<file path="src/rtl/flappy_game_ctrl.sv">
// flappy_game_ctrl: frame-rate Flappy Bird sequencer (bird physics, two pipes, collision, score, IDLE/PLAY/DEAD)
//   in : clk (pixel clock), reset (async, active-low), flap (debounced button level), vCount (vertical counter)
//   out: BirdX/BirdY (bird centre), PipeX1/PipeX2 (pipe centre X), PipeY1/PipeY2 (gap top), score, game_state
module flappy_game_ctrl #(
    parameter int GRAVITY       = 1,
    parameter int FLAP_VEL      = -6,
    parameter int VMAX          = 8,
    parameter int PIPE_SPEED    = 2,
    parameter int PIPE_START    = 944,
    parameter int PIPE_END      = 94,
    parameter int PIPE_GAP_BASE = 100,
    parameter int DEAD_HOLD     = 60
) (
    input  logic       clk,
    input  logic       reset,
    input  logic       flap,
    input  logic [9:0] vCount,
    output logic [9:0] BirdX,
    output logic [9:0] BirdY,
    output logic [9:0] PipeX1,
    output logic [9:0] PipeX2,
    output logic [9:0] PipeY1,
    output logic [9:0] PipeY2,
    output logic [7:0] score,
    output logic [1:0] game_state
);
    typedef enum logic [1:0] {IDLE = 2'd0, PLAY = 2'd1, DEAD = 2'd2} state_t;
    localparam logic signed [5:0] GRAV = 6'(GRAVITY);
    localparam logic signed [5:0] FVEL = 6'(FLAP_VEL);
    localparam logic signed [5:0] VLIM = 6'(VMAX);
    localparam logic [9:0] P_SPD    = 10'(PIPE_SPEED);
    localparam logic [9:0] P_START  = 10'(PIPE_START);
    localparam logic [9:0] P_END    = 10'(PIPE_END);
    localparam logic [9:0] P_BASE   = 10'(PIPE_GAP_BASE);
    localparam logic [5:0] HOLD     = 6'(DEAD_HOLD);
    localparam logic [9:0] BIRD_X   = 10'd300;
    localparam logic [9:0] Y_INIT   = 10'd275;
    localparam logic [9:0] GAP_INIT = 10'd200;
    localparam logic [9:0] Y_MIN    = 10'd45;
    localparam logic [9:0] Y_MAX    = 10'd504;
    localparam logic [9:0] P2_REL   = 10'd544;
    state_t state_q, state_d;
    logic [9:0] vcount_q, vcount_d, lfsr_q, lfsr_d;
    logic flap_q, flap_d, flap_pend_q, flap_pend_d, p2_q, p2_d;
    logic signed [5:0] vel_q, vel_d, vel_up, vel_n;
    logic [9:0] bird_y_q, bird_y_d, bird_y_n;
    logic [9:0] x1_q, x1_d, x1_n, y1_q, y1_d, y1_n;
    logic [9:0] x2_q, x2_d, x2_n, y2_q, y2_d, y2_n;
    logic [7:0] score_q, score_d, score_n;
    logic [5:0] dead_cnt_q, dead_cnt_d;
    logic signed [10:0] y_sum;
    logic [8:0] sc_sum;
    logic tick, cross1, cross2, hit;
    // Pipe column (X +-50) overlaps bird box (X +-10) and the bird is outside the open gap
    function automatic logic pipe_hit(input logic [9:0] px, input logic [9:0] py, input logic [9:0] by);
        logic signed [10:0] dx, b, p;
        dx = 11'sd300 - $signed({1'b0, px});
        b  = $signed({1'b0, by});
        p  = $signed({1'b0, py});
        return dx >= -11'sd60 && dx <= 11'sd60 && (b - 11'sd10 <= p || b + 11'sd10 >= p + 11'sd100);
    endfunction
    always_comb begin
        vcount_d    = vCount;
        flap_d      = flap;
        tick        = vCount == 10'd0 && vcount_q != 10'd0;
        flap_pend_d = (flap_pend_q && !tick) || (flap && !flap_q);
        lfsr_d      = {lfsr_q[8:0], lfsr_q[9] ^ lfsr_q[6]};
        vel_up      = vel_q + GRAV;
        vel_n       = flap_pend_q ? FVEL : (vel_up > VLIM ? VLIM : vel_up);
        y_sum       = $signed({1'b0, bird_y_q}) + $signed({{5{vel_n[5]}}, vel_n});
        bird_y_n    = y_sum < 11'sd45 ? Y_MIN : (y_sum > 11'sd504 ? Y_MAX : y_sum[9:0]);
        x1_n        = x1_q <= P_END ? P_START : x1_q - P_SPD;
        y1_n        = x1_q <= P_END ? P_BASE + {2'b00, lfsr_q[7:0]} : y1_q;
        x2_n        = !p2_q ? P_START : (x2_q <= P_END ? P_START : x2_q - P_SPD);
        y2_n        = p2_q && x2_q <= P_END ? P_BASE + {2'b00, lfsr_q[7:0]} : y2_q;
        cross1      = x1_q > BIRD_X && x1_n <= BIRD_X;
        cross2      = p2_q && x2_q > BIRD_X && x2_n <= BIRD_X;
        sc_sum      = {1'b0, score_q} + {8'd0, cross1} + {8'd0, cross2};
        score_n     = sc_sum[8] ? 8'hFF : sc_sum[7:0];
        hit         = bird_y_q == Y_MIN || bird_y_q == Y_MAX ||
                      pipe_hit(x1_q, y1_q, bird_y_q) || pipe_hit(x2_q, y2_q, bird_y_q);
        state_d     = state_q;
        vel_d       = vel_q;
        bird_y_d    = bird_y_q;
        x1_d        = x1_q;
        y1_d        = y1_q;
        x2_d        = x2_q;
        y2_d        = y2_q;
        score_d     = score_q;
        p2_d        = p2_q;
        dead_cnt_d  = dead_cnt_q;
        case (state_q)
            IDLE: if (tick && flap_pend_q) begin
                state_d = PLAY;
                vel_d   = FVEL;
            end
            PLAY: if (hit) begin
                state_d = DEAD;
            end else if (tick) begin
                vel_d    = vel_n;
                bird_y_d = bird_y_n;
                x1_d     = x1_n;
                y1_d     = y1_n;
                x2_d     = x2_n;
                y2_d     = y2_n;
                score_d  = score_n;
                p2_d     = p2_q || x1_n == P2_REL;
            end
            DEAD: if (tick && flap_pend_q && dead_cnt_q == HOLD) begin
                state_d    = IDLE;
                vel_d      = '0;
                bird_y_d   = Y_INIT;
                x1_d       = P_START;
                x2_d       = P_START;
                y1_d       = GAP_INIT;
                y2_d       = GAP_INIT;
                score_d    = '0;
                p2_d       = 1'b0;
                dead_cnt_d = '0;
            end else if (tick) begin
                dead_cnt_d = dead_cnt_q == HOLD ? HOLD : dead_cnt_q + 6'd1;
            end
            default: state_d = IDLE;
        endcase
    end
    always_ff @(posedge clk or negedge reset) begin
        if (!reset) begin
            vcount_q    <= '0;
            flap_q      <= 1'b0;
            flap_pend_q <= 1'b0;
            lfsr_q      <= 10'h1;
            state_q     <= IDLE;
            vel_q       <= '0;
            bird_y_q    <= Y_INIT;
            x1_q        <= P_START;
            x2_q        <= P_START;
            y1_q        <= GAP_INIT;
            y2_q        <= GAP_INIT;
            score_q     <= '0;
            p2_q        <= 1'b0;
            dead_cnt_q  <= '0;
        end else begin
            vcount_q    <= vcount_d;
            flap_q      <= flap_d;
            flap_pend_q <= flap_pend_d;
            lfsr_q      <= lfsr_d;
            state_q     <= state_d;
            vel_q       <= vel_d;
            bird_y_q    <= bird_y_d;
            x1_q        <= x1_d;
            x2_q        <= x2_d;
            y1_q        <= y1_d;
            y2_q        <= y2_d;
            score_q     <= score_d;
            p2_q        <= p2_d;
            dead_cnt_q  <= dead_cnt_d;
        end
    end
    assign BirdX      = BIRD_X;
    assign BirdY      = bird_y_q;
    assign PipeX1     = x1_q;
    assign PipeX2     = x2_q;
    assign PipeY1     = y1_q;
    assign PipeY2     = y2_q;
    assign score      = score_q;
    assign game_state = state_q;
endmodule
</file>
<file path="config.mk">
export PLATFORM = sky130hd
export DESIGN_NAME = flappy_game_ctrl
export DESIGN_NICKNAME = d
export VERILOG_FILES = /design/src/rtl/flappy_game_ctrl.sv
export SDC_FILE = /design/constraint.sdc
export NUM_CORES = 1
export LEC_CHECK = 0
export BUFFER_PORTS_ARGS = -buffer_cell sky130_fd_sc_hd__buf_2
export CAP_MARGIN = 25
export CORE_UTILIZATION = 24
export DETAILED_ROUTE_END_ITERATION = 12
export GPL_ROUTABILITY_DRIVEN = 0
export PLACE_DENSITY_LB_ADDON = 0.2
export REMOVE_ABC_BUFFERS = 1
export SLEW_MARGIN = 15
export SYNTH_ARGS = -nofsm -noshare
export SYNTH_HDL_FRONTEND = slang
export SYNTH_SLANG_ARGS = --single-unit
</file>
<file path="constraint.sdc">
create_clock -name clk -period 4.39 [get_ports clk]
set_input_delay 0.878 -clock clk [delete_from_list [all_inputs] [get_ports clk]]
set_output_delay 0.878 -clock clk [all_outputs]
set_load 0.05 [all_outputs]
</file>
After elaboration in Yosys (flattened, before gate mapping)
Index checks and enable logic that the tools add are counted.

$add $sub $neg: 14. Order comparisons: 17. Equal/unequal tests: 13. Mux-type cells: 48. Bitwise gates (word level): 1. Reductions and logical operators: 34.

Operators by type and width (number): $mux 10 (20); $pmux 10 s2 (5); $mux 6 (9); $mux 8 (4); $add 10x7->11 const B (2); $ge 11x11->1 (2); $ge 11x7->1 const B (2); $le 11x11->1 (2); $le 11x7->1 const B (2); $sub 9x10->11 const A (2); $gt 10x9->1 const B (2); $le 10x7->1 const B (2); $le 10x9->1 const B (2); $sub 10x2->10 const B (2); $pmux 6 s3 (1); $pmux 8 s2 (1); $reduce_and 5->1 (3); $ne 2x2->1 const B (7); $logic_and 1x1->1 (13); $add 10x4->11 const B (1); $add 11x6->11 (1); $gt 11x10->1 const B (1); $lt 11x7->1 const B (1); $sub 10x4->11 const B (1); other kinds (27) (39).

Flip-flop bits (word level): 95. Input port bits: 13. Output and inout bits: 70. Word-level logic and storage cells: 141.

Longest topological paths before layout
Word-level depth: 11. Mapped depth: 20.

Least setup slack after synthesis
OpenSTA, ideal clock, no wires.

Path kind: register -> register. From: register x1_q[0], in the netlist PipeX1[0]. To: register score_q[5], in the netlist score[5]. Setup time: 0.121 ns. Data arrival time: 3.768 ns. Data required time: 4.269 ns. Slack: 0.501 ns. Cell stages (with the launch flop): 18. Buffers on the path: 0. Cell sequence: dfrtp_1 -> inv_1 -> ha_1 -> inv_1 -> a41o_1 -> a2111oi_4 -> or4_1 -> a21oi_1 -> o21a_1 -> a2111oi_0 -> fa_1 -> ha_1 -> and3_1 -> and3_1 -> and3_1 -> a21oi_1 -> nor2_1 -> o22a_1.

Cells in the longest elaborated chain, start to end: 10.

RTL lines: start: declaration (RTL line 47) `logic [9:0] x1_q, x1_d, x1_n, y1_q, y1_d, y1_n;`; start signal: assignment (RTL line 135) `x1_q <= P_START;`; start signal: assignment (RTL line 150) `x1_q <= x1_d;`; $sub 10x2->10 / $le 10x7->1 (equally long branches) (RTL line 72) `x1_n = x1_q <= P_END ? P_START : x1_q - P_SPD;`; $mux 10 (RTL line 72); $le 10x9->1 (RTL line 76) `cross1 = x1_q > BIRD_X && x1_n <= BIRD_X;`; $logic_and 1x1->1 (RTL line 76); $add 8x1->9 (RTL line 78) `sc_sum = {1'b0, score_q} + {8'd0, cross1} + {8'd0, cross2};`; $add 9x1->9 (RTL line 78); $mux 8 (RTL line 79) `score_n = sc_sum[8] ? 8'hFF : sc_sum[7:0];`; $mux 8 (RTL line 99) `end else if (tick) begin`; $mux 8 (RTL line 97) `PLAY: if (hit) begin`; $pmux 8 s2 (RTL line 92) `case (state_q)`; end signal: assignment (RTL line 154) `score_q <= score_d;`; end: declaration (RTL line 49) `logic [7:0] score_q, score_d, score_n;`.

Several ways; a longest one is shown, not always the timed one. The select of a mux whose other input is x is not followed. A chain may end at the register's enable or synchronous reset.

Worst setup path in the final report
From: register vel_q[1]. To: register bird_y_q[2], in the netlist BirdY[2].

Cells in the longest elaborated chain, start to end: 11.

RTL lines: start: declaration (RTL line 45) `logic signed [5:0] vel_q, vel_d, vel_up, vel_n;`; start signal: assignment (RTL line 148) `vel_q <= vel_d;`; $add 6x2->6 * (RTL line 68) `vel_up = vel_q + GRAV;`; $gt 6x5->1 (RTL line 69) `vel_n = flap_pend_q ? FVEL : (vel_up > VLIM ? VLIM : vel_up);`; $mux 6 * (2 in series) (RTL line 69); $add 11x6->11 * (RTL line 70) `y_sum = $signed({1'b0, bird_y_q}) + $signed({{5{vel_n[5]}}, vel_n});`; $gt 11x10->1 (RTL line 71) `bird_y_n = y_sum < 11'sd45 ? Y_MIN : (y_sum > 11'sd504 ? Y_MAX : y_sum[9:0]);`; $mux 10 (RTL line 71); $mux 10 * (RTL line 71); $mux 10 * (RTL line 99); $mux 10 * (RTL line 97); $pmux 10 s2 * (RTL line 92); end signal: assignment (RTL line 149) `bird_y_q <= bird_y_d;`; end: declaration (RTL line 46) `logic [9:0] bird_y_q, bird_y_d, bird_y_n;`.

Mark *: on every way between the ends. The rest lies on a longest branch, timed or not. The select of a mux whose other input is x is not followed.

==> flow_summary_export.csv <==
group,metric,value,unit
setup_path,critical-path-max-stage-delay,0.41,ns
min_path,hold_class,"register to register",
yosys,synth_top_family_by_area,"simple AND/OR/NAND/NOR gates",
flow_run,max_cap_violations,0,
floorplanning,io_pins,83,
timing,timing.final.setup_violations,0,
routing,vias,6317,
clock_tree,clock_path_buffers,2,
setup_path,worstPathRequired,4.62,ns
pwr,seqPwrFrac,0.223,
yosys,yosys.area_share.xor_xnor,0.0549,
placed_design,detailedPlacementHpwl,15700,um
layout,multi_input_logic_area,4590,sq um
global_routing,grt_pass1_wl,33100,um
setup_path,ff2ff_setup_slack,0.35,ns
layout,layout.core_utilization,0.289,
yosys,yosys-mux-area-fraction,0.0215,
yosys,postSynth.asyncResetShare,1.00,
min_path,whs_endpoint,"lfsr_q[9]$_DFF_PN0_",
layout,regArea,2350,sq um
routing,drt-vias-per-instance,4.77,
routing,dr.max_layer_used,"met4",
timing,timing.final.crit_period,4.04,ns
timing,final_hold_fails,0,
setup_path,kind_of_end_point_of_the_critical_path,"register",
setup_path,critPathSlowestCell,"sky130_fd_sc_hd__dfrtp_1",
timing,max_transition_viols_final,0,
setup_path,reg2reg_to,"BirdY[2]$_DFFE_PN0P_",
yosys,synth.ff_latch_count,93,
global_routing,largest_net_degree_at_the_start_of_global_routing,50,
yosys,synth_seq_area_share,0.321,
clock_tree,clock_tree_from_tritoncts,"done",
yosys,netlist-cell-type-count,82,
yosys,syn_avg_cell_area,8.68,sq um
pwr,p_leak,3.82,nW
clock_tree,cts.htree.levels,3,
timing,worst_pin_slew,0.666,ns
routing,postRouteAntennaNets,0,
yosys,synth_enable_flop_cells,0,
setup_path,reg2reg_depth,19,
placed_design,port-buffer-count,70,
pwr,netSwitchingFraction,0.501,
pwr,vdd.ir_drop.worst,314,uV
routing,detail_route.iter0.violations,275,
floorplanning,die_area,31300,sq um
clock_tree,cts_hold_buffers,0,
pwr,p_int,2.95,mW
yosys,top_flip_flop_cell_by_instance_count_after_synthesis,"sky130_fd_sc_hd__dfrtp_1",
setup_path,worst-endpoint-arrival,4.27,ns
setup_path,crit_path_start_kind,"register",
routing,routed-wl-met2,8530,um
clock_tree,cts.sink_count,93,
clock_tree,insertion_delay,0.35,ns
routing,totalWireLength,20400,um
layout,design.final.nets,1013,
floorplanning,die_width,177,um
layout,most_frequent_standard_cell_in_the_layout_excluding_fill_and_tap_cells,"sky130_fd_sc_hd__dfrtp_1",
pwr,combinational_fraction_of_design_power,0.636,
pwr,power_switching,2.96,mW
floorplanning,core_area,29900,sq um
timing,relSlewSlack,0.556,
floorplanning,floorplan.die.height,177,um
layout,num_antenna_cells,0,
setup_path,worstPathMaxFanout,5,
yosys,synth_adder_area_share,0.121,
yosys,ys_warn_count,0,
layout,layout.cells.most_common_list,"sky130_fd_sc_hd__dfrtp_1, sky130_fd_sc_hd__nor2_1, sky130_fd_sc_hd__buf_2, sky130_fd_sc_hd__ha_1, sky130_fd_sc_hd__nand2_1",
layout,area_delta_synth_final,17.8,%
min_path,holdPathStages,0,
global_routing,antenna_violations_before_repair,0,
run_status,outcome,"complete, no violations",
routing,wl_per_cell,15.4,um
clock_tree,clkSlewWorstSetupHoldPaths,0.07,ns
floorplanning,rows,63,
global_routing,groute.usage.overall,0.133,
routing,drt-pass1-iter-count,4,
layout,nFillCells,3187,
timing,fmax,247,MHz
timing,skew,0.00949,ns
pwr,p_per_area,685,nW/um^2
setup_path,crit_family,"simple AND/OR/NAND/NOR gates",
floorplanning,starting_density_of_the_core,0.246,
pwr,clkPwrFrac,0.142,
routing,drc_errors,0,
yosys,post_synth_and_or_nand_nor_area_fraction,0.221,
yosys,synth.cell_area,7340,sq um
routing,routed-wl-met3,774,um
timing,fin_tns_setup,0,ns
clock_tree,cts-buffers-inserted,9,
yosys,synth_compound_area_frac,0.194,
setup_path,timing.critical_path.cells,"ha_1, nand2_1, nor2_1, and3b_1, nor3_1, a41oi_1, nand2_1, nor2_1, ha_1, fa_1, a21o_1, a221oi_2, nand2b_1, xor2_2, and3_1, nand3_1, o221ai_1, o22ai_1, mux2_2",
setup_path,reg2reg_from,"vel_q[1]$_DFFE_PN0P_",
setup_path,path_class,"register to register",
clock_tree,cts-root-buf,"sky130_fd_sc_hd__clkbuf_16",
yosys,syn-instance-count,845,
layout,share_of_cells_above_drive_strength_1,0.212,
global_routing,grt.overflow.total,0,
min_path,worst_hold_startpoint,"lfsr_q[8]$_DFF_PN0_",
setup_path,critPathBufInv,0,
timing,final_min_period_over_clock_period,0.921,
global_routing,grt_pass1_vias,6039,
routing,m1WireLength,10900,um
final cells by class:
cell class                      instances  share of cell area
Clock inverter                          7              0.0101
Sequential cell                        93               0.272
Inverter                               53              0.0230
Multi-Input combinational cell        661               0.531
Clock buffer                            9              0.0261
Tap cell                              390              0.0565
Timing Repair Buffer                  112              0.0808
metrics by stage:
stage	instances	cell area [sq um]	total power, mW	hold WS (ns)	setup slack [ns]
after floorplan	807	7100	3.96	0.331	-0.0186
after global placement	1305	8230	5.01	0.334	0.171
after detailed placement	1305	8230	4.98	0.337	0.159
after CTS	1321	8550	5.86	0.354	0.127
after global routing	1325	8640	6.44	0.365	-0.00840
final	1325	8640	5.92	0.352	0.349
worst register-to-register path, cell delays in order (launching register included):
cell and delay (ns):
sky130_fd_sc_hd__dfrtp_1 0.41, sky130_fd_sc_hd__ha_1 0.23, sky130_fd_sc_hd__nand2_1 0.10, sky130_fd_sc_hd__nor2_1 0.13, sky130_fd_sc_hd__and3b_1 0.19, sky130_fd_sc_hd__nor3_1 0.16
sky130_fd_sc_hd__a41oi_1 0.09, sky130_fd_sc_hd__nand2_1 0.18, sky130_fd_sc_hd__nor2_1 0.09, sky130_fd_sc_hd__ha_1 0.21, sky130_fd_sc_hd__fa_1 0.40, sky130_fd_sc_hd__a21o_1 0.22
sky130_fd_sc_hd__a221oi_2 0.29, sky130_fd_sc_hd__nand2b_1 0.14, sky130_fd_sc_hd__xor2_2 0.23, sky130_fd_sc_hd__and3_1 0.18, sky130_fd_sc_hd__nand3_1 0.13, sky130_fd_sc_hd__o221ai_1 0.20
sky130_fd_sc_hd__o22ai_1 0.09, sky130_fd_sc_hd__mux2_2 0.28
routing by layer:
| layer | vias up | GRT usage |
|---|---|---|
| met5 | - | 0 |
| met4 | 0 | 0.0291 |
| met3 | 14 | 0.0215 |
| met2 | 134 | 0.198 |
| met1 | 2979 | 0.200 |
| li1 | 3190 | - |
cell families (layout without fill, tap and decap cells):
kind of cell             Yosys count  in the layout
AO/OA/AOI/OAI                    207            207
flip-flops                        93             93
adder cells (fa/ha/maj)           70             70
multiplexers                      14             14
XOR/XNOR                          46             46
buffers and inverters            101            181
other                              2             12
AND/OR/NAND/NOR                  312            312
what timing repair did:
action / in CTS / in global routing
endpoints found under the setup margin: 0 / 25
setup buffers: 0 / 3
resized for setup: 0 / 9
power by group through the flow:
stage          clock network (mW)  registers (mW)  logic (mW)
2_1_floorplan                   0            1.87        2.09
3_3_place_gp                    0            1.34        3.66
3_5_place_dp                    0            1.34        3.64
4_1_cts                     0.868            1.33        3.67
5_1_grt                     0.903            1.35        4.19
6_report                    0.839            1.32        3.76
cells in the mapped netlist, types with 4 or more instances:
master / count / share of area
sky130_fd_sc_hd__dfrtp_1: 72 / 0.25
sky130_fd_sc_hd__nor2_1: 69 / 0.035
sky130_fd_sc_hd__ha_1: 68 / 0.12
sky130_fd_sc_hd__nand2_1: 66 / 0.034
sky130_fd_sc_hd__inv_1: 53 / 0.027
sky130_fd_sc_hd__nand3_1: 52 / 0.035
sky130_fd_sc_hd__a21oi_1: 50 / 0.034
sky130_fd_sc_hd__o21ai_0: 35 / 0.024
sky130_fd_sc_hd__xnor2_1: 33 / 0.039
sky130_fd_sc_hd__dfstp_2: 21 / 0.075
sky130_fd_sc_hd__nand2b_1: 18 / 0.015
sky130_fd_sc_hd__nor3_1: 17 / 0.012
sky130_fd_sc_hd__clkbuf_1: 16 / 0.0082
sky130_fd_sc_hd__and3_1: 14 / 0.012
sky130_fd_sc_hd__mux2_2: 14 / 0.021
sky130_fd_sc_hd__buf_4: 13 / 0.013
sky130_fd_sc_hd__o22a_1: 13 / 0.016
sky130_fd_sc_hd__xor2_1: 13 / 0.016
sky130_fd_sc_hd__o21ai_1: 12 / 0.0082
sky130_fd_sc_hd__buf_2: 10 / 0.0068
sky130_fd_sc_hd__o22ai_1: 10 / 0.0085
sky130_fd_sc_hd__nand4_1: 9 / 0.0077
sky130_fd_sc_hd__nor2b_1: 9 / 0.0077
sky130_fd_sc_hd__nor4_1: 9 / 0.0077
sky130_fd_sc_hd__a22o_1: 7 / 0.0084
sky130_fd_sc_hd__a31oi_1: 7 / 0.0060
sky130_fd_sc_hd__o31ai_1: 7 / 0.0072
sky130_fd_sc_hd__a211oi_1: 6 / 0.0061
sky130_fd_sc_hd__and2_1: 6 / 0.0051
sky130_fd_sc_hd__nand3b_1: 6 / 0.0061
sky130_fd_sc_hd__o211ai_1: 6 / 0.0061
sky130_fd_sc_hd__o21a_1: 6 / 0.0061
sky130_fd_sc_hd__or3_1: 6 / 0.0051
sky130_fd_sc_hd__buf_6: 5 / 0.0077
sky130_fd_sc_hd__a21oi_2: 4 / 0.0048
sky130_fd_sc_hd__o21bai_1: 4 / 0.0041
sequential cells by signal (all words and copies together), names as in the netlist:
name         flops
vcount_q        10
flap_pend_q      1
game_state       2
PipeX2          10
flap_q           1
PipeY2           9
PipeY1           9
score            8
PipeX1          10
vel_q            6
BirdY           10
dead_cnt_q       6
p2_q             1
lfsr_q          10
worst max path at each step:
stage / from / slack [ns] / end / cells past startpoint
3_3_place_gp: BirdY[1]$_DFFE_PN1P_ / 0.17 / PipeX2[3]$_DFFE_PN0P_ / 16
2_1_floorplan: BirdY[1]$_DFFE_PN1P_ / -0.02 / PipeX2[6]$_DFFE_PN0P_ / 15
4_1_cts: BirdY[1]$_DFFE_PN1P_ / 0.13 / PipeX2[3]$_DFFE_PN0P_ / 16
6_report: vel_q[1]$_DFFE_PN0P_ / 0.35 / BirdY[2]$_DFFE_PN0P_ / 19
3_5_place_dp: BirdY[1]$_DFFE_PN1P_ / 0.16 / PipeX2[3]$_DFFE_PN0P_ / 16
5_1_grt: vel_q[1]$_DFFE_PN0P_ / -0.008 / BirdY[2]$_DFFE_PN0P_ / 19
Note: power is estimated with default switching activity, not from simulation.
